==> config.mk <==
export PLATFORM = sky130hd
export DESIGN_NAME = tart_aq_stream
export DESIGN_NICKNAME = d
export VERILOG_FILES = /design/src/rtl/tart_aq_pkg.sv /design/src/rtl/tart_aq_fifo.sv /design/src/rtl/tart_aq_stream.sv
export SDC_FILE = /design/constraint.sdc
export NUM_CORES = 1
export LEC_CHECK = 0
export CAP_MARGIN = 20
export CORE_UTILIZATION = 50
export DETAILED_ROUTE_END_ITERATION = 7
export DONT_BUFFER_PORTS = 1
export GPL_ROUTABILITY_DRIVEN = 0
export PLACE_DENSITY = 0.67
export SLEW_MARGIN = 10
export SYNTH_ARGS = -nofsm -noshare
export SYNTH_HDL_FRONTEND = slang
export SYNTH_SLANG_ARGS = --single-unit
==> constraint.sdc <==
create_clock -name clk_i -period 3.5 [get_ports clk_i]
set_clock_uncertainty 0.1 [all_clocks]
set_input_delay 0.7 -clock clk_i [delete_from_list [all_inputs] [get_ports clk_i]]
set_output_delay 0.7 -clock clk_i [all_outputs]
set_load 0.02 [all_outputs]
==> src/rtl/tart_aq_pkg.sv <==
// Shared definitions for the TART acquisition stream block: register map,
// status bit positions and the prefetch state encoding.
package tart_aq_pkg;

    localparam logic [2:0] AQ_STREAM = 3'd0;
    localparam logic [2:0] AQ_LEVEL  = 3'd1;
    localparam logic [2:0] AQ_INDEX  = 3'd2;
    localparam logic [2:0] AQ_DELAY  = 3'd5;
    localparam logic [2:0] AQ_DEBUG  = 3'd6;
    localparam logic [2:0] AQ_STATUS = 3'd7;

    localparam int ST_ENABLED   = 0;
    localparam int ST_UNDERFLOW = 1;
    localparam int ST_EMPTY     = 2;
    localparam int ST_FULL      = 3;

    typedef enum logic {
        PF_IDLE = 1'b0,
        PF_WAIT = 1'b1
    } pf_state_e;

endpackage

==> src/rtl/tart_aq_fifo.sv <==
// Small synchronous prefetch FIFO with a combinational head output and an
// explicit fill level; pointers wrap naturally at the power-of-two depth.
module tart_aq_fifo #(
    parameter int WIDTH = 24,
    parameter int DEPTH = 4
) (
    input  logic                       clk_i,
    input  logic                       rst_i,
    input  logic                       push_i,
    input  logic [WIDTH-1:0]           data_i,
    input  logic                       pop_i,
    output logic [WIDTH-1:0]           data_o,
    output logic [$clog2(DEPTH):0]     level_o,
    output logic                       empty_o,
    output logic                       full_o
);

    localparam int AW = $clog2(DEPTH);
    localparam logic [AW:0] DEPTH_L = (AW + 1)'(DEPTH);

    logic [WIDTH-1:0] mem_q [DEPTH];
    logic [AW-1:0]    wr_q, wr_d;
    logic [AW-1:0]    rd_q, rd_d;
    logic [AW:0]      level_q, level_d;
    logic             push_ok, pop_ok;

    assign empty_o = (level_q == '0);
    assign full_o  = (level_q == DEPTH_L);
    assign level_o = level_q;
    assign data_o  = mem_q[rd_q];

    assign push_ok = push_i & ~full_o;
    assign pop_ok  = pop_i & ~empty_o;

    always_comb begin
        wr_d    = wr_q;
        rd_d    = rd_q;
        level_d = level_q;
        if (push_ok) wr_d = wr_q + AW'(1);
        if (pop_ok)  rd_d = rd_q + AW'(1);
        case ({push_ok, pop_ok})
            2'b10:   level_d = level_q + (AW + 1)'(1);
            2'b01:   level_d = level_q - (AW + 1)'(1);
            default: level_d = level_q;
        endcase
    end

    always_ff @(posedge clk_i or posedge rst_i) begin
        if (rst_i) begin
            wr_q    <= '0;
            rd_q    <= '0;
            level_q <= '0;
        end else begin
            wr_q    <= wr_d;
            rd_q    <= rd_d;
            level_q <= level_d;
        end
    end

    // Storage carries no reset; the level alone decides what is valid.
    always_ff @(posedge clk_i) begin
        if (push_ok) mem_q[wr_q] <= data_i;
    end

endmodule

==> src/rtl/tart_aq_stream.sv <==
// TART acquisition stream slave: serialises prefetched antenna samples into
// bus bytes and keeps the prefetch FIFO topped up from DRAM.
module tart_aq_stream
    import tart_aq_pkg::*;
#(
    parameter int WIDTH    = 8,
    parameter int ANTENNAS = 24,
    parameter int BYTES    = ANTENNAS / WIDTH,
    parameter int DEPTH    = 4,
    parameter int DELAY    = 3
) (
    input  logic                clk_i,
    input  logic                rst_i,
    input  logic                cyc_i,
    input  logic                stb_i,
    input  logic                we_i,
    output logic                ack_o,
    input  logic [2:0]          adr_i,
    input  logic [WIDTH-1:0]    dat_i,
    output logic [WIDTH-1:0]    dat_o,
    input  logic                data_ready,
    output logic                data_request,
    input  logic [ANTENNAS-1:0] data_in,
    input  logic                spi_busy,
    output logic                aq_debug_mode,
    output logic                aq_enabled,
    output logic [2:0]          aq_sample_delay
);

    localparam int LW = $clog2(DEPTH) + 1;
    localparam int IW = (BYTES > 1) ? $clog2(BYTES) : 1;
    localparam logic [LW:0] DEPTH_CMP = (LW + 1)'(DEPTH);

    if (((ANTENNAS % WIDTH) != 0) || (WIDTH < 4) || (DELAY < 0)) begin : g_bad_params
        $error("tart_aq_stream: unsupported parameter set");
    end

    logic                 ack_q;
    logic [WIDTH-1:0]     dat_q, rd_data;
    logic                 req_q, req_d;
    logic                 enabled_q, enabled_d;
    logic                 debug_q, debug_d;
    logic [2:0]           delay_q, delay_d;
    logic                 underflow_q, underflow_d;
    logic [IW-1:0]        index_q, index_d;
    pf_state_e            state_q, state_d;

    logic                 read_stb, write_stb, stream_rd, last_byte;
    logic                 fifo_push, fifo_pop, fifo_empty, fifo_full;
    logic [ANTENNAS-1:0]  fifo_head, head_shifted;
    logic [LW-1:0]        fifo_level;
    logic [LW:0]          fill_sum;
    logic [WIDTH-1:0]     head_byte;
    logic                 dat_i_unused;

    assign dat_i_unused = ^dat_i[WIDTH-1:3];

    assign read_stb  = cyc_i & stb_i & ~we_i & ~ack_q;
    assign write_stb = cyc_i & stb_i &  we_i & ~ack_q;
    assign stream_rd = read_stb & (adr_i == AQ_STREAM);
    assign last_byte = (index_q == IW'(BYTES - 1));

    // A low spi_busy restarts the sample and blocks the pop of a final-byte read.
    assign fifo_pop  = spi_busy & stream_rd & ~fifo_empty & last_byte;

    assign head_shifted = fifo_head >> (WIDTH * (BYTES - 1 - int'(index_q)));
    assign head_byte    = head_shifted[WIDTH-1:0];
    assign fill_sum     = {1'b0, fifo_level} + (LW + 1)'(fifo_pop);

    tart_aq_fifo #(
        .WIDTH (ANTENNAS),
        .DEPTH (DEPTH)
    ) u_fifo (
        .clk_i   (clk_i),
        .rst_i   (rst_i),
        .push_i  (fifo_push),
        .data_i  (data_in),
        .pop_i   (fifo_pop),
        .data_o  (fifo_head),
        .level_o (fifo_level),
        .empty_o (fifo_empty),
        .full_o  (fifo_full)
    );

    always_comb begin
        state_d   = state_q;
        req_d     = 1'b0;
        fifo_push = 1'b0;
        case (state_q)
            PF_IDLE: begin
                if (enabled_q && (fill_sum < DEPTH_CMP)) begin
                    state_d = PF_WAIT;
                    req_d   = 1'b1;
                end
            end
            PF_WAIT: begin
                if (data_ready) begin
                    state_d   = PF_IDLE;
                    fifo_push = 1'b1;
                end
            end
            default: state_d = PF_IDLE;
        endcase
    end

    always_comb begin
        rd_data = '0;
        case (adr_i)
            AQ_STREAM: rd_data = fifo_empty ? '0 : head_byte;
            AQ_LEVEL:  rd_data = WIDTH'(fifo_level);
            AQ_INDEX:  rd_data = WIDTH'(index_q);
            AQ_DELAY:  rd_data = WIDTH'(delay_q);
            AQ_DEBUG:  rd_data = WIDTH'(debug_q);
            AQ_STATUS: begin
                rd_data[ST_ENABLED]   = enabled_q;
                rd_data[ST_UNDERFLOW] = underflow_q;
                rd_data[ST_EMPTY]     = fifo_empty;
                rd_data[ST_FULL]      = fifo_full;
            end
            default:   rd_data = '0;
        endcase
    end

    always_comb begin
        enabled_d   = enabled_q;
        debug_d     = debug_q;
        delay_d     = delay_q;
        underflow_d = underflow_q;
        index_d     = index_q;
        if (write_stb) begin
            case (adr_i)
                AQ_DELAY:  delay_d = dat_i[2:0];
                AQ_DEBUG:  debug_d = dat_i[0];
                AQ_STATUS: begin
                    enabled_d = dat_i[ST_ENABLED];
                    if (dat_i[ST_UNDERFLOW]) underflow_d = 1'b0;
                end
                default: ;
            endcase
        end
        if (stream_rd && fifo_empty) underflow_d = 1'b1;
        if (!spi_busy) begin
            index_d = '0;
        end else if (stream_rd && !fifo_empty) begin
            index_d = last_byte ? '0 : index_q + IW'(1);
        end
    end

    always_ff @(posedge clk_i or posedge rst_i) begin
        if (rst_i) begin
            ack_q       <= 1'b0;
            dat_q       <= '0;
            req_q       <= 1'b0;
            enabled_q   <= 1'b0;
            debug_q     <= 1'b0;
            delay_q     <= '0;
            underflow_q <= 1'b0;
            index_q     <= '0;
            state_q     <= PF_IDLE;
        end else begin
            ack_q       <= cyc_i & stb_i & ~ack_q;
            if (read_stb) dat_q <= rd_data;
            req_q       <= req_d;
            enabled_q   <= enabled_d;
            debug_q     <= debug_d;
            delay_q     <= delay_d;
            underflow_q <= underflow_d;
            index_q     <= index_d;
            state_q     <= state_d;
        end
    end

    assign ack_o           = ack_q;
    assign dat_o           = dat_q;
    assign data_request    = req_q;
    assign aq_enabled      = enabled_q;
    assign aq_debug_mode   = debug_q;
    assign aq_sample_delay = delay_q;

endmodule

==> flow_summary.json <==
{
  "maximum_number_of_pins_on_one_net_before_global_route_repair": 27,
  "yosys.cell_types.count": 49,
  "number_of_global_route_vias_before_repair": 2613,
  "period_utilization": 0.766,
  "fill_cells": 743,
  "antennaDiodeCount": 0,
  "nets_final": 352,
  "mostFrequentLayoutCell": "edfxtp_1",
  "placeableCoreArea_sq_um": 9820,
  "timing.critical_path.required_ps": 3790,
  "ff2ff_setup_slack_ps": 820,
  "synth_async_sr_flop_share": 0.213,
  "layout_min_cycle_time_ps": 2680,
  "criticalPathCategory": "flop to flop",
  "rsz0062_at_grt": "no",
  "clkTransAtPathRegs_ps": 60,
  "cts_resized": 0,
  "yosys_warnings": 0,
  "clock_latency_reported_for_the_late_side_of_the_worst_skew_pair_ps": 510,
  "worst_hold_margin_ps": 179,
  "cts.path.max_buffers": 2,
  "synth.yosys.seq_area_share": 0.693,
  "pwr_dens_nw_per_um2": 644,
  "h-tree-depth": 4,
  "die_h_um": 103,
  "fmax_ghz": 0.373,
  "most_used_cells_in_the_layout_excluding_fill_and_tap_cells": "edfxtp_1 (96), dfrtp_1 (26), mux4_2 (21)",
  "globalRouteTotalUtil": 0.190,
  "first_pass_iters": 4,
  "dpl.hpwl_mm": 5.79,
  "port_buffers": 0,
  "dr_total_vias": 2497,
  "ys_ff_latch": 122,
  "via_per_inst": 5.60,
  "wirelength_mm": 8.92,
  "fp.dieArea_sq_um": 10600,
  "synthesis.area_sq_um": 5100,
  "netlist_instances": 283,
  "postSynthNetCount": 335,
  "cell_breakdown_of_the_critical_path": "inv_1 -> ha_1 -> mux4_2 -> mux2_2 -> a22o_1 -> a211o_1",
  "slew_viol_final": 0,
  "drt_first_iter_violations": 88,
  "grt_overflow": 0,
  "slowest_library_cell_on_the_worst_path": "ha_1",
  "number_of_antenna_violations_at_the_first_check_in_global_routing": 0,
  "syn_avg_cell_area_sq_um": 18.0,
  "startpoint_type": "flop",
  "cts_inserted_buffers": 17,
  "die-width_um": 103,
  "timing.max_cap.violations": 0,
  "static-leakage-power_nw": 2.07,
  "start_util": 0.519,
  "num_io_pins": 57,
  "setup.worst_path.end_class": "flop",
  "ratio_of_cells_with_drive_above_1_in_the_final_layout": 0.256,
  "edff_count_synth": 96,
  "global_route_wire_length_before_repair_mm": 13.8,
  "post_synthesis_to_final_layout_area_growth_pct": 15.1,
  "total_clock_sinks": 122,
  "max-vdd-ir-drop_uv": 505,
  "synth-main-ff-cell": "edfxtp_1",
  "outcome": "completed",
  "timing.hold.worst.class": "primary input to flop",
  "relSlewSlack": 0.476,
  "wl_per_cell_um": 20.0,
  "ant_nets": 0,
  "report.final.setup_viol": 0,
  "final-hold-violation-count": 0,
  "setup_total_negative_slack_ps": 0,
  "worst_pin_slew_ps": 775,
  "worstPathMaxFanout": 12,
  "cts_root_buffer": "clkbuf_8",
  "critical_path_arrival_ps": 2970,
  "route.detailed.drc": 0,
  "core.rowCount": 36,
  "slowest_delay_ps": 670,
  "cts_tree": "built"
}
metrics by stage:
step	util	std cells	setup WS, ps	instance area, sq um	total power [mW]
floorplan	-	283	692	5100	2.07
global placement	0.536	412	689	5260	2.14
detailed placement	0.536	412	648	5260	2.16
CTS	0.594	444	803	5830	3.81
global route	0.597	446	728	5870	3.93
finish	0.597	446	817	5870	3.78
path summary, 6_finish.rpt:
path | start | end | cells after the start
worst max register to register | index_q[0]$_DFFE_PP0P_ | dat_o[0]$_DFFE_PP0P_ | 6
worst min register to register | underflow_q$_DFFE_PP0P_ | underflow_q$_DFFE_PP0P_ | 1
worst max-delay path | index_q[0]$_DFFE_PP0P_ | dat_o[0]$_DFFE_PP0P_ | 6
worst min-delay path | data_in[20] | u_fifo.mem_q[3][20]$_DFFE_PP_ | 0
min in group asynchronous | rst_i | dat_o[5]$_DFFE_PP0P_ | 2
max in group asynchronous | rst_i | index_q[1]$_DFFE_PP0P_ | 3
power by group:
group | switching, mW | internal (mW)
logic | 0.170 | 0.130
clock network | 0.629 | 1.01
registers | 0.120 | 1.71
total | 0.920 | 2.86
metal layers:
layer | part of all wire | vias to the layer above | wire length [um] | track usage
li1 | - | 1138 | - | -
met1 | 0.42 | 1259 | 3740 | 0.231
met2 | 0.48 | 89 | 4310 | 0.296
met3 | 0.081 | 11 | 722 | 0.0834
met4 | 0.016 | 0 | 140 | 0.0845
met5 | 0 | - | 0 | 0
synthesized netlist by cell type (4+ instances only):
master | count | area [sq um]
edfxtp_1 | 96 | 2880
dfrtp_1 | 26 | 651
mux4_2 | 21 | 473
nand2_1 | 19 | 71.3
mux2_2 | 13 | 146
inv_1 | 11 | 41.3
ha_1 | 9 | 113
nor2_1 | 8 | 30.0
a22oi_1 | 6 | 45.0
clkbuf_1 | 6 | 22.5
nor2b_1 | 5 | 31.3
and2_1 | 4 | 25.0
buf_2 | 4 | 20.0
mux2i_1 | 4 | 40.0
o21ai_0 | 4 | 20.0
layout make-up:
cell class	count	area [sq um]	share of cell area
well taps	133	166	0.0284
flip-flops and latches	122	3530	0.602
multi-input cells	137	1460	0.249
clock buffers	18	418	0.0712
inverters	12	45.0	0.00768
clock inverters	14	148	0.0252
repair buffers	10	97.6	0.0166
sequential cells by signal, summed over array words and instances, names as in the netlist:
| signal | flops |
|---|---|
| aq_sample_delay | 3 |
| aq_enabled | 1 |
| underflow_q | 1 |
| u_fifo.mem_q | 96 |
| dat_o | 8 |
| state_q | 1 |
| u_fifo.wr_q | 2 |
| data_request | 1 |
| ack_o | 1 |
| aq_debug_mode | 1 |
| u_fifo.level_o | 3 |
| index_q | 2 |
| u_fifo.rd_q | 2 |
logic make-up after synthesis:
kind of cell / count (synthesis) / synth area share
flip-flops: 122 / 0.693
AND/OR/NAND/NOR: 52 / 0.0648
multiplexers: 42 / 0.147
AO/OA/AOI/OAI: 27 / 0.0378
buffers and inverters: 24 / 0.0209
adder cells (fa/ha/maj): 10 / 0.0260
XOR/XNOR: 6 / 0.0103
repair_timing:
item,4_1_cts,5_1_grt
setup buffers,0,0
hold buffers,0,1
endpoints found under the hold margin,0,5
critical path: cells and delay by family (launching register included):
family / cells / cell delay, ps
muxes: 2 / 680
adders and majority gates: 1 / 670
DFF: 1 / 490
AOI/OAI and AO/OA: 2 / 490
buffers and inverters: 1 / 140
Note: power is estimated with default switching activity, not from simulation.
